===== config.mk =====
export PLATFORM = sky130hd
export DESIGN_NAME = vector_player
export DESIGN_NICKNAME = d
export VERILOG_FILES = /design/src/rtl/hack_tb_pkg.sv /design/src/rtl/vector_player_sat_counter.sv /design/src/rtl/vector_player.sv
export SDC_FILE = /design/constraint.sdc
export NUM_CORES = 1
export LEC_CHECK = 0
export ABC_AREA = 1
export ABC_CLOCK_PERIOD_IN_PS = 3900
export BUFFER_PORTS_ARGS = -buffer_cell sky130_fd_sc_hd__buf_4
export CORE_MARGIN = 2
export CORE_UTILIZATION = 35
export DETAILED_ROUTE_END_ITERATION = 7
export HOLD_SLACK_MARGIN = 0.03
export MAX_ROUTING_LAYER = met4
export SLEW_MARGIN = 20
export SYNTH_ARGS = -nofsm -noshare
export SYNTH_HDL_FRONTEND = slang
export SYNTH_SLANG_ARGS = --single-unit

===== constraint.sdc =====
create_clock -name clk -period 3.9 [get_ports clk]
set_clock_uncertainty 0.05 [all_clocks]
set_input_delay 0.195 -clock clk [delete_from_list [all_inputs] [get_ports clk]]
set_output_delay 0.195 -clock clk [all_outputs]
set_load 0.02 [all_outputs]

===== src/rtl/hack_tb_pkg.sv =====
// Shared definitions for the vector player: vector word layout and the
// player state encoding.
package hack_tb_pkg;

    localparam int VEC_W       = 33;
    localparam int VEC_IN_MSB  = 32;
    localparam int VEC_IN_LSB  = 17;
    localparam int VEC_LOAD    = 16;
    localparam int VEC_EXP_MSB = 15;
    localparam int DATA_W      = 16;

    typedef enum logic [2:0] {
        ST_IDLE,
        ST_READ,
        ST_LOAD,
        ST_CHECK,
        ST_DONE
    } state_t;

endpackage


===== src/rtl/vector_player_sat_counter.sv =====
// Saturating up-counter with synchronous clear; clear wins over increment
// and the count sticks at all-ones instead of wrapping.
module sat_counter #(
    parameter int W = 16
) (
    input  logic         clk,
    input  logic         rst_n,
    input  logic         clr_i,
    input  logic         inc_i,
    output logic [W-1:0] count_o
);

    logic [W-1:0] count_q;
    logic [W-1:0] count_d;

    always_comb begin
        count_d = count_q;
        if (clr_i) begin
            count_d = '0;
        end else if (inc_i && (count_q != '1)) begin
            count_d = count_q + W'(1);
        end
    end

    // NOTE: registers take non-blocking assignments so every flop samples
    // pre-edge values, independent of process evaluation order.
    always_ff @(posedge clk or negedge rst_n) begin
        if (!rst_n) begin
            count_q <= '0;
        end else begin
            count_q <= count_d;
        end
    end

    assign count_o = count_q;

endmodule


===== src/rtl/vector_player.sv =====
// Plays NUM_VECTORS test vectors (3 cycles each) into a 16-bit Register and
// counts mismatches. Define VECTOR_PLAYER_CAPTURE_EN to add first-failure capture.
module vector_player
    import hack_tb_pkg::*;
#(
    parameter int NUM_VECTORS = 148,
    parameter int ADDR_W      = 8
) (
    input  logic              clk,
    input  logic              rst_n,
    input  logic              start,
    output logic [ADDR_W-1:0] vec_addr,
    input  logic [VEC_W-1:0]  vec_data,
    output logic [DATA_W-1:0] dut_in,
    output logic              dut_load,
    input  logic [DATA_W-1:0] dut_out,
    output logic              busy,
    output logic              done,
    output logic              pass,
    output logic [DATA_W-1:0] err_count
`ifdef VECTOR_PLAYER_CAPTURE_EN
    ,
    output logic              fail_valid,
    output logic [ADDR_W-1:0] fail_idx,
    output logic [DATA_W-1:0] fail_got,
    output logic [DATA_W-1:0] fail_exp
`endif
);

    localparam logic [ADDR_W-1:0] LAST_IDX = ADDR_W'(NUM_VECTORS - 1);

    state_t            state_q, state_d;
    logic [ADDR_W-1:0] idx_q, idx_d;
    logic [DATA_W-1:0] out_exp_q, out_exp_d;
    logic              run_start;
    logic              mismatch;
    logic              more_vectors;

    assign run_start    = start && ((state_q == ST_IDLE) || (state_q == ST_DONE));
    assign more_vectors = (idx_q < LAST_IDX);
    assign mismatch     = (state_q == ST_CHECK) && (dut_out != out_exp_q);

    always_ff @(posedge clk or negedge rst_n) begin
        if (!rst_n) begin
            state_q   <= ST_IDLE;
            idx_q     <= '0;
            out_exp_q <= '0;
        end else begin
            state_q   <= state_d;
            idx_q     <= idx_d;
            out_exp_q <= out_exp_d;
        end
    end

    // NOTE: every always_comb output gets a default first, so no path can
    // leave a value unassigned and infer a latch.
    always_comb begin
        state_d   = state_q;
        idx_d     = idx_q;
        out_exp_d = out_exp_q;
        case (state_q)
            ST_IDLE, ST_DONE: if (run_start) begin
                state_d = ST_READ;
                idx_d   = '0;
            end
            ST_READ:  state_d = ST_LOAD;
            ST_LOAD: begin
                state_d   = ST_CHECK;
                out_exp_d = vec_data[VEC_EXP_MSB:0];
            end
            ST_CHECK: if (more_vectors) begin
                state_d = ST_READ;
                idx_d   = idx_q + ADDR_W'(1);
            end else begin
                state_d = ST_DONE;
            end
            default:  state_d = ST_IDLE;
        endcase
    end

    always_comb begin
        dut_in   = '0;
        dut_load = 1'b0;
        if (state_q == ST_LOAD) begin
            dut_in   = vec_data[VEC_IN_MSB:VEC_IN_LSB];
            dut_load = vec_data[VEC_LOAD];
        end
    end

    // The address is held from the index register in every state so the
    // memory sees a stable address for the whole 3-cycle vector slot.
    assign vec_addr = idx_q;
    assign busy     = (state_q == ST_READ) || (state_q == ST_LOAD) || (state_q == ST_CHECK);
    assign done     = (state_q == ST_DONE);
    assign pass     = done && (err_count == '0);

    sat_counter #(
        .W (DATA_W)
    ) u_err_cnt (
        .clk     (clk),
        .rst_n   (rst_n),
        .clr_i   (run_start),
        .inc_i   (mismatch),
        .count_o (err_count)
    );

`ifdef VECTOR_PLAYER_CAPTURE_EN
    logic              fail_valid_q;
    logic [ADDR_W-1:0] fail_idx_q;
    logic [DATA_W-1:0] fail_got_q, fail_exp_q;

    always_ff @(posedge clk or negedge rst_n) begin
        if (!rst_n) begin
            fail_valid_q <= 1'b0;
            fail_idx_q   <= '0;
            fail_got_q   <= '0;
            fail_exp_q   <= '0;
        end else if (run_start) begin
            fail_valid_q <= 1'b0;
            fail_idx_q   <= '0;
            fail_got_q   <= '0;
            fail_exp_q   <= '0;
        end else if (mismatch && !fail_valid_q) begin
            fail_valid_q <= 1'b1;
            fail_idx_q   <= idx_q;
            fail_got_q   <= dut_out;
            fail_exp_q   <= out_exp_q;
        end
    end

    assign fail_valid = fail_valid_q;
    assign fail_idx   = fail_idx_q;
    assign fail_got   = fail_got_q;
    assign fail_exp   = fail_exp_q;
`endif

endmodule

Word level (Yosys, flattened, before mapping):

Cells that the tools add are included.

* register bits: 43
* output and inout bits: 44
* logic and storage cells: 38
* input bits: 52

* reductions and logical operators: 13
* muxes and demuxes: 10
* magnitude comparators: 1
* equality and inequality tests: 8
* add/sub/neg operators: 2

Operators by type and width (count)
* two-way mux 16 bit: 3
* adder 16 x 1 -> 16 bit (second input constant): 1
* logical NOT 16 bit: 1
* two-way mux 8 bit: 2
* != test 16 bit: 1
* != test 16 bit (second input constant): 1
* case mux 8 bit (2 select lines): 1
* case mux 3 bit (4 select lines): 1
* adder 8 x 1 -> 8 bit (second input constant): 1
* < comparator 8 bit (second input constant): 1
* == test 3 x 2 -> 1 bit (second input constant): 2
* two-way mux 3 bit: 2
* logical AND 1 bit: 4
* != test 2 bit (second input constant): 2
* nonzero test 2 bit: 2
* == test 3 x 1 -> 1 bit (second input constant): 1
* == test 3 bit (second input constant): 1
* logical NOT 3 bit: 1
* logical OR 1 bit: 3
* AND reduction 3 bit: 1
* OR reduction 2 bit: 1
* two-way mux 1 bit: 1

Logic depth before layout (Yosys ltp):

* depth after elaboration: 5
* mapped depth: 11
* depth with buffers taken out: 10

Modules after synthesis:

Synthesis repeated with hierarchy kept, for this count alone.

* cells, all modules: 407
* area, all modules: 2762.6 um^2

Modules (own cells, without submodules)
* vector_player: area each 1725.4 um^2, times used 1, sequential area each 675.6 um^2, cells each 263
* sat_counter: area each 1037.2 um^2, times used 1, sequential area each 400.4 um^2, cells each 144

Worst setup path after synthesis:

Ideal clock, no wire load.

* path kind: register -> register
* start: reg u_err_cnt.count_q[0] (netlist: u_err_cnt.count_o[0])
* end: reg u_err_cnt.count_q[7] (netlist: u_err_cnt.count_o[7])
* slack: 2.253 ns
* path buffers: 1
* period minus slack after synthesis: 1.647 ns
* arrival time: 1.478 ns
* library setup time: 0.119 ns
* cell stages (with the launch flop): 11
* data required time: 3.731 ns
* path through: dfrtp_1 ha_1 nand2_1 nor2_4 nand4_1 nand2_1 inv_2 nand2_4 buf_8 nand3_1 nand2_1

* longest elaborated chain between the ends: 3
* elaborated cells on any way between the ends: 6
* those cells by class: 1 x add/sub; 1 x eq/ne; 2 x mux; 2 x reduce/logical

RTL lines
* start: declaration: line vector_player_sat_counter.sv:13 `logic [W-1:0] count_q;`
* start signal: assignment: line vector_player_sat_counter.sv:31 `count_q <= count_d;`
* adder 16 x 1 -> 16 bit / != test 16 bit (equally long branches): line vector_player_sat_counter.sv:21, vector_player_sat_counter.sv:20
* two-way mux 16 bit / logical AND 1 bit (equally long branches): line vector_player_sat_counter.sv:20 `end else if (inc_i && (count_q != '1)) begin`
* two-way mux 16 bit / nonzero test 2 bit (equally long branches)

Several ways; a longest one is shown, not always the timed one. The select of a mux whose other input is x is not followed.
A chain may end at the register's enable or synchronous reset.

Worst setup path in the final report:

* start: reg state_q[2]
* end: out dut_load

* longest elaborated chain between the ends: 2

RTL lines
* start: declaration: line vector_player.sv:32 `state_t state_q, state_d;`
* start signal: assignment: line vector_player.sv:49 `state_q <= state_d;`
* == test 3 x 2 -> 1 bit: line vector_player.sv:84 `if (state_q == ST_LOAD) begin`
* two-way mux 1 bit: line vector_player.sv:84
* end: declaration: line vector_player.sv:15 `output logic dut_load,`

Every way passes these cells.

==> qor.csv <==
stage;metric;value;unit
status;outcome;complete, no violations;
critical_path;path_class;flip-flop to output port;
layout;ff_latch_area;1080;um^2
global_route;grt_antenna_before_repair;0;
pwr;ir_drop;0.246;mV
layout;multiInputGateArea;1320;um^2
clocking;cts.sinks;43;
drt;viasPerCell;4.58;
drt;drc_errors;0;
clocking;cts_tree;yes;
drt;wl_per_cell;11.4;um
drt;drt_iter0_markers;52;
global_route;grt_start_max_net_pins;49;
placed_design;dp_hpwl;4840;um
global_route;grt_pass1_wl;11300;um
synth;avgSynthCellArea;6.90;um^2
drt;dr.pass1.iters;4;
drt;ant_nets;0;
synth;synth_seq_cells;43;
die;rows;32;
layout;fillCellCount;810;
global_route;grt_pass1_vias;2517;
pwr;p_leak;2.01;nW
die;die_height;91.8;um
placed_design;place_congestion;0.813;
sta;maxSlewViolCount;0;
clocking;cts_buffer_depth;2;
die;coreArea;7610;um^2
run;cap_violations;0;
sta;tightest_slew;0.883;ns
drt;via_count;2687;
layout;drive_gt1_frac;0.237;
sta;setup_viol;0;
layout;diodes;0;
layout;fin_nets;539;
synth;synthDistinctLibCells;30;
die;dieWidth;91.8;um
layout;area_growth;32.6;%
clocking;htree_levels;2;
critical_path;start_kind;flip-flop;
clocking;numCtsBuffers;5;
sta;slew_headroom;0.410;
critical_path;worstPathMaxFanout;48;
placed_design;placed_cell_area;3480;um^2
sta;finalHoldViolations;0;
clocking;clockRootBuffer;clkbuf_8;
critical_path;end_kind;output port;
die;start_util;0.355;
clocking;clk_pin_slew;0.09;ns
drt;wl;6690;um
pwr;powerDensity;503;nW/um^2
global_route;grt-ovfl-total;0;
critical_path;arrival;2.03;ns
clocking;clock_latency;0.30;ns
critical_path;cp.required;3.65;ns
synth;yosys_warnings;0;
sta;fin_setup_tns;0;ns
sta;rsz0062_at_grt;no;
worst_hold_path;min_path_type;input port to flip-flop;
die;ioPinCount;96;
die;dieArea;8430;um^2
synth;netlist_area;2700;um^2
global_route;grt_use_total;0.169;
synth;ys_seq_area_frac;0.399;
synth;syn_inst;391;
placed_design;port_buffers;95;
sta;period_minus_slack;2.28;ns
synth;syn_nets;446;
sta;max_freq;0.439;GHz
sta;fin_crit_sh;0.584;
layout;fin_area;3580;um^2
[per-stage QoR]
step / std cells / setup slack [ns] / util / total power [W] / hold WS [ns]
floorplan: 391 / 2.25 / - / 0.00127 / -0.151
global placement: 578 / 1.98 / 0.458 / 0.00151 / 0.192
detailed placement: 578 / 1.91 / 0.458 / 0.00153 / 0.181
CTS: 587 / 1.60 / 0.470 / 0.00182 / 0.0663
global route: 587 / 1.37 / 0.470 / 0.00196 / 0.0610
finish: 587 / 1.62 / 0.470 / 0.00180 / 0.0678
[power breakdown]
group	switching [W]	internal, W	total (W)
sequential	0.0000921	0.000571	0.000663
combinational	0.000526	0.000324	0.000850
clock	0.000163	0.000125	0.000288
total	0.000781	0.00102	0.00180
[Yosys cell counts]
| cell type | number | area, um^2 |
|---|---|---|
| dfrtp_1 | 43 | 1080 |
| inv_1 | 65 | 244 |
| buf_2 | 7 | 35.0 |
| nand3b_1 | 7 | 52.6 |
| o21bai_1 | 1 | 7.51 |
| nand4_1 | 9 | 56.3 |
| nand3_2 | 2 | 20.0 |
| or2_2 | 1 | 6.26 |
| clkbuf_1 | 1 | 3.75 |
| mux2_2 | 3 | 33.8 |
| nor3b_1 | 3 | 22.5 |
| nor2_1 | 71 | 267 |
| a31oi_1 | 1 | 6.26 |
| inv_2 | 1 | 3.75 |
| xnor2_1 | 3 | 26.3 |
| nor3_2 | 1 | 10.0 |
| buf_8 | 1 | 15.0 |
| xor2_1 | 7 | 61.3 |
| o21ai_0 | 4 | 20.0 |
| a21oi_1 | 16 | 80.1 |
| buf_4 | 1 | 7.51 |
| nor3_1 | 2 | 10.0 |
| ha_1 | 3 | 37.5 |
| nand3_1 | 33 | 165 |
| nor2_4 | 1 | 11.3 |
| nor2_2 | 2 | 12.5 |
| nor4_1 | 3 | 18.8 |
| nand2_4 | 1 | 11.3 |
| a22o_1 | 2 | 17.5 |
| nand2_1 | 96 | 360 |
[cell families after synthesis]
group                    share of synthesized area
flip-flops                                   0.399
buffers and inverters                        0.115
XOR/XNOR                                    0.0325
AND/OR/NAND/NOR                              0.379
AO/OA/AOI/OAI                               0.0487
adder cells (fa/ha/maj)                     0.0139
multiplexers                                0.0125
[placed cells by master, fill, tap and decap left out, types with 5 or more instances in the layout]
cell,synthesis,final
nand4_1,9,9
nand3_1,33,32
inv_1,65,65
a21oi_1,16,16
nor2_1,71,71
nand3b_1,7,7
dfrtp_1,43,43
nand2_1,96,96
xor2_1,7,7
buf_4,1,95
clkbuf_8,0,5
[critical path, stage by stage, from the launching register on]
cell,delay (ns)
dfrtp_1,0.42
inv_1,0.11
nand3_2,0.68
nor2_1,0.31
buf_4,0.18
[repair_timing]
action	CTS	global route
hold endpoints to repair	43	0
hold buffers	1	0
buffers inserted	0	0
gates resized for setup	0	0
[routing by layer]
layer / track usage / vias up / routed length, um
met5: - / - / 0
met4: 0.0361 / 0 / 52
met3: 0.0411 / 5 / 388
met2: 0.273 / 70 / 3080
met1: 0.217 / 1215 / 3170
li1: - / 1397 / -
[sequential cells by signal, summed over array words and instances, names as in the netlist]
signal / flops
out_exp_q: 16
state_q: 3
u_err_cnt.count_o: 16
vec_addr: 8
[path summary, 6_finish.rpt]
kind                                  start                   end  slack, ns  cells after the start
min in group asynchronous             rst_n         out_exp_q[13]       0.37                      2
worst min register to register   state_q[0]            state_q[1]       0.49                      2
worst max register to register   state_q[2]          out_exp_q[7]       1.95                      3
worst min-delay path            vec_data[0]          out_exp_q[0]       0.07                      2
worst max-delay path             state_q[2]              dut_load       1.62                      4
max in group asynchronous             rst_n  u_err_cnt.count_o[5]       3.04                      2
[cell type report]
type                            count  area share
Clock buffer                        6      0.0203
Clock inverter                      2     0.00350
Inverter                           66      0.0692
Multi-Input combinational cell    272       0.369
Sequential cell                    43       0.301
Tap cell                          102      0.0357
Timing Repair Buffer               96       0.202
No activity file was read; power rests on OpenSTA's default activity.
